**config.mk**
```make
export PLATFORM = sky130hd
export DESIGN_NAME = map_pipelined_flat
export DESIGN_NICKNAME = d
export VERILOG_FILES = /design/src/rtl/map_if.sv /design/src/rtl/map_pipelined.sv /design/src/flat_wrapper.sv
export SDC_FILE = /design/constraint.sdc
export NUM_CORES = 1
export LEC_CHECK = 0
export BUFFER_PORTS_ARGS = -buffer_cell sky130_fd_sc_hd__buf_2
export CAP_MARGIN = 25
export CORE_AREA = 2 2 235 237
export CTS_BUF_LIST = sky130_fd_sc_hd__clkbuf_2
export CTS_CLUSTER_SIZE = 30
export DETAILED_ROUTE_END_ITERATION = 8
export DIE_AREA = 0 0 237 239
export GPL_ROUTABILITY_DRIVEN = 0
export PLACE_DENSITY = 0.57
export SYNTH_ARGS = -nofsm -noshare
export SYNTH_HDL_FRONTEND = slang
export SYNTH_SLANG_ARGS = --single-unit
```
**constraint.sdc**
```tcl
create_clock -name clk -period 4.17 [get_ports clk]
set_input_delay 0.834 -clock clk [delete_from_list [all_inputs] [get_ports clk]]
set_output_delay 0.834 -clock clk [all_outputs]
set_load 0.005 [all_outputs]
```
**src/rtl/map_if.sv**
```systemverilog
// Command/response channel bundle for map_pipelined: valid/ready command in,
// registered valid/ready response out.
interface map_if #(
   parameter int unsigned KEY_WIDTH   = 8,
   parameter int unsigned VALUE_WIDTH = 16,
   parameter int unsigned MAP_SIZE    = 16
);
   localparam int unsigned IDX_W = $clog2(MAP_SIZE);

   logic                   cmd_valid;
   logic                   cmd_ready;
   logic [1:0]             cmd_op;
   logic [KEY_WIDTH-1:0]   cmd_key;
   logic [VALUE_WIDTH-1:0] cmd_value;
   logic                   rsp_valid;
   logic                   rsp_ready;
   logic [2:0]             rsp_status;
   logic [VALUE_WIDTH-1:0] rsp_value;
   logic [IDX_W-1:0]       rsp_index;

   modport master (
      output cmd_valid, cmd_op, cmd_key, cmd_value, rsp_ready,
      input  cmd_ready, rsp_valid, rsp_status, rsp_value, rsp_index
   );

   modport slave (
      input  cmd_valid, cmd_op, cmd_key, cmd_value, rsp_ready,
      output cmd_ready, rsp_valid, rsp_status, rsp_value, rsp_index
   );
endinterface

```
**src/rtl/map_pipelined.sv**
```systemverilog
// Registered key/value map: one command per cycle, free-list slot allocation,
// registered response with status, value and slot index.
module map_pipelined #(
   parameter int unsigned  KEY_WIDTH   = 8,
   parameter int unsigned  VALUE_WIDTH = 16,
   parameter int unsigned  MAP_SIZE    = 16,
   localparam int unsigned IDX_W       = $clog2(MAP_SIZE),
   localparam int unsigned CNT_W       = $clog2(MAP_SIZE + 1)
) (
   input  logic             clk,
   input  logic             reset_n,
   map_if.slave             bus,
   output logic [CNT_W-1:0] count,
   output logic             full,
   output logic             empty
);
   typedef enum logic [1:0] {
      OP_CLEAR  = 2'd0,
      OP_INSERT = 2'd1,
      OP_DELETE = 2'd2,
      OP_LOOKUP = 2'd3
   } op_e;

   typedef enum logic [2:0] {
      ST_HIT      = 3'd0,
      ST_MISS     = 3'd1,
      ST_INSERTED = 3'd2,
      ST_UPDATED  = 3'd3,
      ST_DELETED  = 3'd4,
      ST_FULL     = 3'd5,
      ST_CLEARED  = 3'd6
   } status_e;

   logic [KEY_WIDTH-1:0]   key_q   [MAP_SIZE];
   logic [KEY_WIDTH-1:0]   key_d   [MAP_SIZE];
   logic [VALUE_WIDTH-1:0] val_q   [MAP_SIZE];
   logic [VALUE_WIDTH-1:0] val_d   [MAP_SIZE];
   logic [IDX_W-1:0]       free_q  [MAP_SIZE];
   logic [IDX_W-1:0]       free_d  [MAP_SIZE];
   logic [MAP_SIZE-1:0]    valid_q, valid_d;
   logic [IDX_W-1:0]       rd_q, rd_d, wr_q, wr_d;
   logic [CNT_W-1:0]       cnt_q, cnt_d;
   logic                   rsp_valid_q, rsp_valid_d;
   status_e                rsp_status_q, rsp_status_d;
   logic [VALUE_WIDTH-1:0] rsp_value_q, rsp_value_d;
   logic [IDX_W-1:0]       rsp_index_q, rsp_index_d;

   logic                   hit;
   logic [IDX_W-1:0]       hit_idx;
   logic [IDX_W-1:0]       alloc_idx;
   logic                   accept;
   logic                   is_full;

   assign bus.cmd_ready  = ~rsp_valid_q | bus.rsp_ready;
   assign bus.rsp_valid  = rsp_valid_q;
   assign bus.rsp_status = rsp_status_q;
   assign bus.rsp_value  = rsp_value_q;
   assign bus.rsp_index  = rsp_index_q;
   assign count          = cnt_q;
   assign is_full        = (cnt_q == CNT_W'(MAP_SIZE));
   assign full           = is_full;
   assign empty          = (cnt_q == '0);
   assign accept         = bus.cmd_valid & bus.cmd_ready;
   assign alloc_idx      = free_q[rd_q];

   // Ascending scan: a later match overrides, so the highest index wins.
   always_comb begin
      hit     = 1'b0;
      hit_idx = '0;
      for (int unsigned i = 0; i < MAP_SIZE; i++) begin
         if (valid_q[i] && key_q[i] == bus.cmd_key) begin
            hit     = 1'b1;
            hit_idx = IDX_W'(i);
         end
      end
   end

   always_comb begin
      key_d        = key_q;
      val_d        = val_q;
      free_d       = free_q;
      valid_d      = valid_q;
      rd_d         = rd_q;
      wr_d         = wr_q;
      cnt_d        = cnt_q;
      rsp_valid_d  = rsp_valid_q & ~bus.rsp_ready;
      rsp_status_d = rsp_status_q;
      rsp_value_d  = rsp_value_q;
      rsp_index_d  = rsp_index_q;
      if (accept) begin
         rsp_valid_d = 1'b1;
         rsp_value_d = '0;
         rsp_index_d = '0;
         case (op_e'(bus.cmd_op))
            OP_CLEAR: begin
               valid_d = '0;
               rd_d    = '0;
               wr_d    = '0;
               cnt_d   = '0;
               for (int unsigned i = 0; i < MAP_SIZE; i++) free_d[i] = IDX_W'(i);
               rsp_status_d = ST_CLEARED;
            end
            OP_INSERT: begin
               if (hit) begin
                  val_d[hit_idx] = bus.cmd_value;
                  rsp_status_d   = ST_UPDATED;
                  rsp_value_d    = bus.cmd_value;
                  rsp_index_d    = hit_idx;
               end else if (!is_full) begin
                  key_d[alloc_idx]   = bus.cmd_key;
                  val_d[alloc_idx]   = bus.cmd_value;
                  valid_d[alloc_idx] = 1'b1;
                  rd_d               = rd_q + 1'b1;
                  cnt_d              = cnt_q + 1'b1;
                  rsp_status_d       = ST_INSERTED;
                  rsp_index_d        = alloc_idx;
               end else begin
                  rsp_status_d = ST_FULL;
               end
            end
            OP_DELETE: begin
               if (hit) begin
                  valid_d[hit_idx] = 1'b0;
                  free_d[wr_q]     = hit_idx;
                  wr_d             = wr_q + 1'b1;
                  cnt_d            = cnt_q - 1'b1;
                  rsp_status_d     = ST_DELETED;
                  rsp_value_d      = val_q[hit_idx];
                  rsp_index_d      = hit_idx;
               end else begin
                  rsp_status_d = ST_MISS;
               end
            end
            OP_LOOKUP: begin
               if (hit) begin
                  rsp_status_d = ST_HIT;
                  rsp_value_d  = val_q[hit_idx];
                  rsp_index_d  = hit_idx;
               end else begin
                  rsp_status_d = ST_MISS;
               end
            end
         endcase
      end
   end

   // Key/value payload is only ever read through valid_q, so it needs no reset.
   always_ff @(posedge clk) begin
      key_q <= key_d;
      val_q <= val_d;
   end

   always_ff @(posedge clk or negedge reset_n) begin
      if (!reset_n) begin
         valid_q      <= '0;
         rd_q         <= '0;
         wr_q         <= '0;
         cnt_q        <= '0;
         rsp_valid_q  <= 1'b0;
         rsp_status_q <= ST_HIT;
         rsp_value_q  <= '0;
         rsp_index_q  <= '0;
         for (int unsigned i = 0; i < MAP_SIZE; i++) free_q[i] <= IDX_W'(i);
      end else begin
         valid_q      <= valid_d;
         rd_q         <= rd_d;
         wr_q         <= wr_d;
         cnt_q        <= cnt_d;
         rsp_valid_q  <= rsp_valid_d;
         rsp_status_q <= rsp_status_d;
         rsp_value_q  <= rsp_value_d;
         rsp_index_q  <= rsp_index_d;
         free_q       <= free_d;
      end
   end
endmodule

```
**src/flat_wrapper.sv**
```systemverilog
// flat-port wrapper written by rule: the top's interface ports become plain ports
module map_pipelined_flat 
#(
   parameter int unsigned  KEY_WIDTH   = 8,
   parameter int unsigned  VALUE_WIDTH = 16,
   parameter int unsigned  MAP_SIZE    = 16,
   localparam int unsigned IDX_W       = $clog2(MAP_SIZE),
   localparam int unsigned CNT_W       = $clog2(MAP_SIZE + 1)
)
  (clk, reset_n, count, full, empty, bus_cmd_valid, bus_cmd_op, bus_cmd_key, bus_cmd_value, bus_rsp_ready, bus_cmd_ready, bus_rsp_valid, bus_rsp_status, bus_rsp_value, bus_rsp_index);
  map_if #(.KEY_WIDTH(KEY_WIDTH), .VALUE_WIDTH(VALUE_WIDTH), .MAP_SIZE(MAP_SIZE)) bus_i ();
  input  logic clk;
  input  logic reset_n;
  output logic [CNT_W-1:0] count;
  output logic full;
  output logic empty;
  input wire logic [$bits(bus_i.cmd_valid)-1:0] bus_cmd_valid;
  input wire logic [$bits(bus_i.cmd_op)-1:0] bus_cmd_op;
  input wire logic [$bits(bus_i.cmd_key)-1:0] bus_cmd_key;
  input wire logic [$bits(bus_i.cmd_value)-1:0] bus_cmd_value;
  input wire logic [$bits(bus_i.rsp_ready)-1:0] bus_rsp_ready;
  output wire logic [$bits(bus_i.cmd_ready)-1:0] bus_cmd_ready;
  output wire logic [$bits(bus_i.rsp_valid)-1:0] bus_rsp_valid;
  output wire logic [$bits(bus_i.rsp_status)-1:0] bus_rsp_status;
  output wire logic [$bits(bus_i.rsp_value)-1:0] bus_rsp_value;
  output wire logic [$bits(bus_i.rsp_index)-1:0] bus_rsp_index;
  assign bus_i.cmd_valid = bus_cmd_valid;
  assign bus_i.cmd_op = bus_cmd_op;
  assign bus_i.cmd_key = bus_cmd_key;
  assign bus_i.cmd_value = bus_cmd_value;
  assign bus_i.rsp_ready = bus_rsp_ready;
  assign bus_cmd_ready = bus_i.cmd_ready;
  assign bus_rsp_valid = bus_i.rsp_valid;
  assign bus_rsp_status = bus_i.rsp_status;
  assign bus_rsp_value = bus_i.rsp_value;
  assign bus_rsp_index = bus_i.rsp_index;
  map_pipelined #(.KEY_WIDTH(KEY_WIDTH), .VALUE_WIDTH(VALUE_WIDTH), .MAP_SIZE(MAP_SIZE)) u_core (.clk(clk), .reset_n(reset_n), .bus(bus_i), .count(count), .full(full), .empty(empty));
endmodule
```
==> flow_summary.ini, run 1 <==
[worst_setup_path]
cp.required_ps = 5390
path_max_fanout = 21
cp.buffers_inverters = 4
worst_path_max_delay_cell = a2111oi_1
crit_family = compound AO/OA/AOI/OAI gates
path_class = input pin to register
critPathMaxStageDelay_ps = 640
cp-start-kind = input pin
endpoint_kind = register
path_cells = dlygate4sd3_1, buf_2, buf_4, xor2_1, nor4_1, nand4_1, o21ai_0, nand2_1, o21ai_2, o21a_4, buf_12, nor3_1, a2111oi_1, nand4_1, o21ai_1
cp_data_arrival_time_ps = 5210
critPathMostFrequentCell = nand4_1

[timing]
setup_viol = 0
holdWs_ps = 241
fin_worst_skew_ps = 117
slew_violations = 0
finalHoldViolCount = 0
setup_slack_ps = 183
period_share_pct = 95.6
fin_crit_ps = 3990
slew_headroom_pct = 39.7
worstMarginPinSlew_ps = 904
rsz0062_at_grt = no
fmax_ghz = 0.251

[cts]
postCtsSetupBuffers = 0
cts_max_path_buffers = 3
cts.sinks = 501
cts_buffers = 136
clkLatencyLatePin_ps = 1340
clock-root-buffer = clkbuf_2
cts_tree = done
path_clk_slew_ps = 110
htree_num_levels = 4

[synthesis]
syn_nets = 2083
synth_edf_count = 384
syn_area_per_cell_sq_um = 11.8
async_reset_ff_share_pct = 23.4
synthCells = 2039
ys_seq_area_share_pct = 60.3
yosysWarnings = 0
synth_area_sq_um = 24100
synthFlopType = edfxtp_1
yosysUniqueCellTypes = 78
ys_ff_latch = 501

[global_route]
gr-total-overflow = 0
grt_max_degree = 52
grt_pass1_vias = 18300
antenna_found_initial = 2
grtUsageTotal_pct = 28.2
grt_pass1_wl_um = 117000

[finish]
mostFrequentLayoutCell = edfxtp_1
drive_above_1_share_pct = 23.9
nNetsFinal = 2373
regArea_sq_um = 14500
multi_input_area_sq_um = 8860
final_cell_mix = 384 x edfxtp_1, 217 x nand2_1, 209 x clkbuf_2
area_delta_synth_final_pct = 16.7
fillers = 4833
fin_area_sq_um = 28100

[detailed_routing]
drc = 0
wl_um = 78200
drt_iter0_drc = 1924
drt.antenna.violating_nets = 0
vias_per_cell = 5.79
dr.pass1.iters = 7
avgRoutedWirePerCell_um = 24.9
route.vias.total = 18200

[pwr]
leakagePower_nw = 10.7
peakVddDrop_uv = 238
power_density_nw_per_um2 = 430

[placement]
place_area_sq_um = 26500
dpl.hpwl_um = 52300
dp_slack_ps = -627
port_buffers = 61

[worst_hold_path]
holdCritPathClass = input pin to register

[job]
maxCapViolations = 0

[die]
die_w_um = 237
dieHeight_um = 239
start_util_pct = 44.3
core_sq_um = 54300
dieArea_sq_um = 56600
io_pins = 62
rows = 86

[run_status]
run_status = finished clean
==> cell type report <==
| class | instances | area share (%) |
|---|---|---|
| sequential | 501 | 51.6 |
| multi-input combinational | 1383 | 31.5 |
| timing repair buffer | 288 | 8.67 |
| clock buffer | 209 | 3.72 |
| tap | 704 | 3.14 |
| clock inverter | 36 | 1.01 |
| inverter | 19 | 0.254 |
| antenna | 4 | 0.0356 |
==> power breakdown <==
| part | internal (mW) | total (mW) | switching [mW] |
|---|---|---|---|
| clock | 1.59 | 3.77 | 2.17 |
| sequential | 5.78 | 6.08 | 0.294 |
| combinational | 0.904 | 2.23 | 1.32 |
| total | 8.28 | 12.1 | 3.79 |
==> synthesized netlist by cell type (all sizes together), types with 19 or more instances <==
library cell / number / area, sq um
a21oi: 64 / 320
a22o: 64 / 561
a22oi: 20 / 150
and2: 157 / 982
and3: 21 / 131
buf: 64 / 420
clkbuf: 72 / 273
dfrtp: 85 / 2130
dfstp: 32 / 841
edfxtp: 384 / 11500
inv: 19 / 71.3
mux2i: 26 / 260
nand2: 218 / 821
nand3: 64 / 320
nand4: 30 / 194
nor2: 84 / 333
nor2b: 126 / 788
nor3: 48 / 245
o211ai: 28 / 215
o21ai: 93 / 518
o22ai: 38 / 257
xnor2: 86 / 753
xor2: 45 / 394
==> kinds of logic after synthesis <==
kind of cell	share of synthesized area [%]
buffers and inverters	3.18
muxes	2.17
AOI/OAI and AO/OA	11.4
DFF	60.3
xor gates and xnor gates	4.77
and+or+nand+nor	17.4
adders and majority gates	0.759
==> layer usage <==
metal	global-route usage [%]	vias up	wire, um
met3	6.13	222	5690
li1	-	8098	-
met1	36.6	9050	32700
met4	15.1	0	3410
met5	0	-	0
met2	44.5	843	36400
==> stage by stage <==
step	instances	total power, mW	setup TNS, ps	utilization (%)
2_1_floorplan	2039	7.46	0	-
3_3_place_gp	2866	8.30	-23390	48.7
3_5_place_dp	2866	8.35	-37600	48.7
4_1_cts	3140	12.1	0	51.7
5_1_grt	3143	12.6	0	51.7
6_report	3144	12.1	0	51.7
==> final timing paths <==
path	from	to	slack [ps]	depth (start not counted)
min reg2reg	u_core.bus.rsp_status[2]$_DFFE_PN0P_	u_core.bus.rsp_status[2]$_DFFE_PN0P_	490	2
max reg2reg	u_core.rd_q[2]$_DFFE_PN0P_	u_core.val_q[173]$_DFFE_PP_	370	9
min	bus_cmd_op[1]	u_core.bus.rsp_status[1]$_DFFE_PN0P_	240	4
min in group asynchronous	reset_n	u_core.free_q[15]$_DFFE_PN1P_	660	3
max in group asynchronous	reset_n	u_core.count[4]$_DFFE_PN0P_	2160	4
max	bus_cmd_key[3]	u_core.bus.rsp_value[8]$_DFFE_PN0P_	180	15
==> sequential cells by signal (all words and copies together), names as in the netlist <==
name,count
u_core.count,5
u_core.bus.rsp_valid,1
u_core.wr_q,4
u_core.free_q,64
u_core.key_q,128
u_core.rd_q,4
u_core.val_q,256
u_core.bus.rsp_status,3
u_core.valid_q,16
u_core.bus.rsp_index,4
u_core.bus.rsp_value,16
==> tightest hold or removal path, cell delays in order <==
cell	delay [ps]
buf_2	120
ha_1	190
or3_1	240
o211ai_1	110
==> what timing repair did <==
item | 4_1_cts | 5_1_grt
hold endpoints to repair | 421 | 0
hold buffers | 29 | 0
resized for setup | 0 | 1
endpoints found under the setup margin | 0 | 1
No activity file was read; power rests on OpenSTA's default activity.
==> run 2, diff against run 1 <==
--- a/config.mk
+++ b/config.mk
@@ -5,11 +5,12 @@
 export SDC_FILE = /design/constraint.sdc
 export NUM_CORES = 1
 export LEC_CHECK = 0
+export ABC_AREA = 1
 export BUFFER_PORTS_ARGS = -buffer_cell sky130_fd_sc_hd__buf_2
 export CAP_MARGIN = 25
 export CORE_AREA = 2 2 235 237
 export CTS_BUF_LIST = sky130_fd_sc_hd__clkbuf_2
-export CTS_CLUSTER_SIZE = 30
+export CTS_CLUSTER_SIZE = 24
 export DETAILED_ROUTE_END_ITERATION = 8
 export DIE_AREA = 0 0 237 239
 export GPL_ROUTABILITY_DRIVEN = 0
==> constraint.sdc (replaced) <==
create_clock -name clk -period 4.17 [get_ports clk]
set_input_delay 0.834 -clock clk [delete_from_list [all_inputs] [get_ports clk]]
set_output_delay 0.834 -clock clk [all_outputs]
set_load 0.1 [all_outputs]
==> run 2 against run 1 <==
  * Die area stayed put
  * Register-to-register slack better by 60 ps
  * Sequential share of layout area is 0.27 points higher
  * Clock skew is 10 ps lower
  * Worst hold slack worse by 93 ps
  * Non-clock buffer count is 40 lower
  * Setup slack better by 99 ps
  * Global-route usage is 0.43 points lower
  * Combinational power is 20% lower
  * Sequential power is 6.1% lower
  * Synthesized area is 0.67% higher
  * Via count is 11% higher
==> flow_summary.ini, run 2 <==
[run_status]
run_status = finished clean

[placement]
dp_slack_ps = 24.4
dpl.hpwl_um = 53400
port_buffers = 61
dpl.cell_count = 3411
place_area_sq_um = 26300

[global_route]
grt_use_met2_pct = 45.3
gr-total-overflow = 0
grt_pass1_wl_um = 118000
busiest_layer = met2
met3_usage_pct = 5.66
antenna_found_initial = 2
grt_max_degree = 45
use_met1_pct = 36.1
grtUsageTotal_pct = 27.8
grt_pass1_vias = 19800

[timing]
holdWs_ps = 149
setup_slack_ps = 281
slew_violations = 0
fin_worst_skew_ps = 106
fmax_ghz = 0.257
rsz0062_at_grt = no
fin_crit_ps = 3890
slew_headroom_pct = 38.1
period_share_pct = 93.3
finalHoldViolCount = 0
setup_viol = 0
finalSetupTns_ps = 0
worstMarginPinSlew_ps = 929

[detailed_routing]
avgRoutedWirePerCell_um = 21.2
route.vias.total = 20200
vias_per_cell = 5.48
drt.antenna.violating_nets = 0
drt_iter0_drc = 1875
drc = 0
dr.pass1.iters = 5
wl_um = 78100

[synthesis]
syn_area_per_cell_sq_um = 9.28
ys_seq_area_share_pct = 59.9
yosysWarnings = 0
ys_ff_latch = 501
synthFlopType = edfxtp_1
synthCells = 2609
yosys.area.top_type_share_pct = 47.6
yosysTopAreaCell = edfxtp_1
synth_area_sq_um = 24200
ys_top_cells_by_area = edfxtp_1 48%, nor2_1 9.3%, dfrtp_1 8.8%, nand2_1 7.0%, inv_1 3.7%
yosysUniqueCellTypes = 59
synth.most_common_cell = nor2_1
synth_common_cells = 599 x nor2_1, 453 x nand2_1, 384 x edfxtp_1
synth_edf_count = 384
async_reset_ff_share_pct = 23.4
syn_nets = 2653

[worst_setup_path]
cp_data_arrival_time_ps = 3050
path_cells = nor4_1, inv_1, nor2_1, buf_2
path_max_fanout = 6
cp-start-kind = register
r2r-start = u_core.rd_q[0]$_DFFE_PN0P_
rr_endpoint = u_core.val_q[217]$_DFFE_PP_
rr_worst_depth = 13
timing.reg2reg.setup_slack_ps = 430
path_class = register to primary output
worst_path_max_delay_cell = buf_2
endpoint_kind = primary output
cp.required_ps = 3340
critPathMaxStageDelay_ps = 500

[cts]
cts_tree = done
cts.sinks = 501
clock-root-buffer = clkbuf_2
postCtsSetupBuffers = 0
htree_num_levels = 4
clkLatencyLatePin_ps = 1330
cts_buffers = 136
path_clk_slew_ps = 100
cts_max_path_buffers = 3

[finish]
finalNonFillerCells = 3685
area_delta_synth_final_pct = 15.3
largest_reg_flops = 256
mostFrequentLayoutCell = nor2_1
utilization_pct = 51.4
final_cell_mix = 599 x nor2_1, 453 x nand2_1, 384 x edfxtp_1
regMostFlops = u_core.val_q
drive_above_1_share_pct = 19.0
fin_area_sq_um = 27900
top_regs = u_core.val_q x256, u_core.key_q x128, u_core.free_q x64
nNetsFinal = 2916

[pwr]
leakagePower_nw = 11.9
peakVddDrop_uv = 242
power_density_nw_per_um2 = 402
power_mw = 11.2

[worst_hold_path]
holdCritPathClass = input pin to register
min_delay_path_depth = 5
min-delay-start = bus_cmd_op[0]
hold_end = u_core.bus.rsp_status[1]$_DFFE_PN0P_

[job]
maxCapViolations = 0

[die]
dieHeight_um = 239
rows = 86
dieArea_sq_um = 56600
io_pins = 62
start_util_pct = 44.6
core_sq_um = 54300
die_w_um = 237
run 2: where the power goes:
part	switching [mW]	internal [mW]
sequential	0.0984	5.61
clock	2.15	1.60
combinational	1.34	0.435
total	3.59	7.65
run 2: what timing repair did:
action,4_1_cts,5_1_grt
resized for setup,0,0
endpoints found under the hold margin,182,0
hold buffers,27,0
run 2: kinds of logic after synthesis:
kind of cell / share of synthesized area, %
xor gates and xnor gates: 1.45
and+or+nand+nor: 22.9
buffers and inverters: 6.66
DFF: 59.9
AOI/OAI and AO/OA: 8.33
adders and majority gates: 0.754
run 2: critical path: cells and delay by family (launching register included):
family | cells | cell delay [ps]
simple gates | 2 | 610
flops | 1 | 460
buf+inv | 2 | 670
run 2: how the worst max path moves through the flow:
stage,start,endpoint,slack (ps),cells after the start
floorplan,u_core.count[0]$_DFFE_PN0P_,u_core.val_q[0]$_DFFE_PP_,50,9
global placement,bus_cmd_key[3],u_core.val_q[6]$_DFFE_PP_,2,16
detailed placement,bus_cmd_key[3],u_core.val_q[6]$_DFFE_PP_,20,16
CTS,u_core.count[1]$_DFFE_PN0P_,full,120,4
global route,u_core.count[0]$_DFFE_PN0P_,full,50,4
finish,u_core.count[0]$_DFFE_PN0P_,full,280,4
run 2: final cells by class:
class / instances / area (sq um)
fillers: 5076 / 26400
flip-flops and latches: 501 / 14500
multi-input cells: 1711 / 8120
repair buffers: 248 / 2090
clock buffers: 213 / 1070
inverters: 274 / 1030
well taps: 704 / 881
clock inverters: 32 / 249
diodes: 2 / 5.00
run 2: routing by layer:
| metal | share of wire [%] | up-vias |
|---|---|---|
| met5 | 0 | - |
| met4 | 3.4 | 0 |
| met3 | 7.2 | 165 |
| met2 | 47 | 894 |
| met1 | 42 | 9829 |
| li1 | - | 9299 |
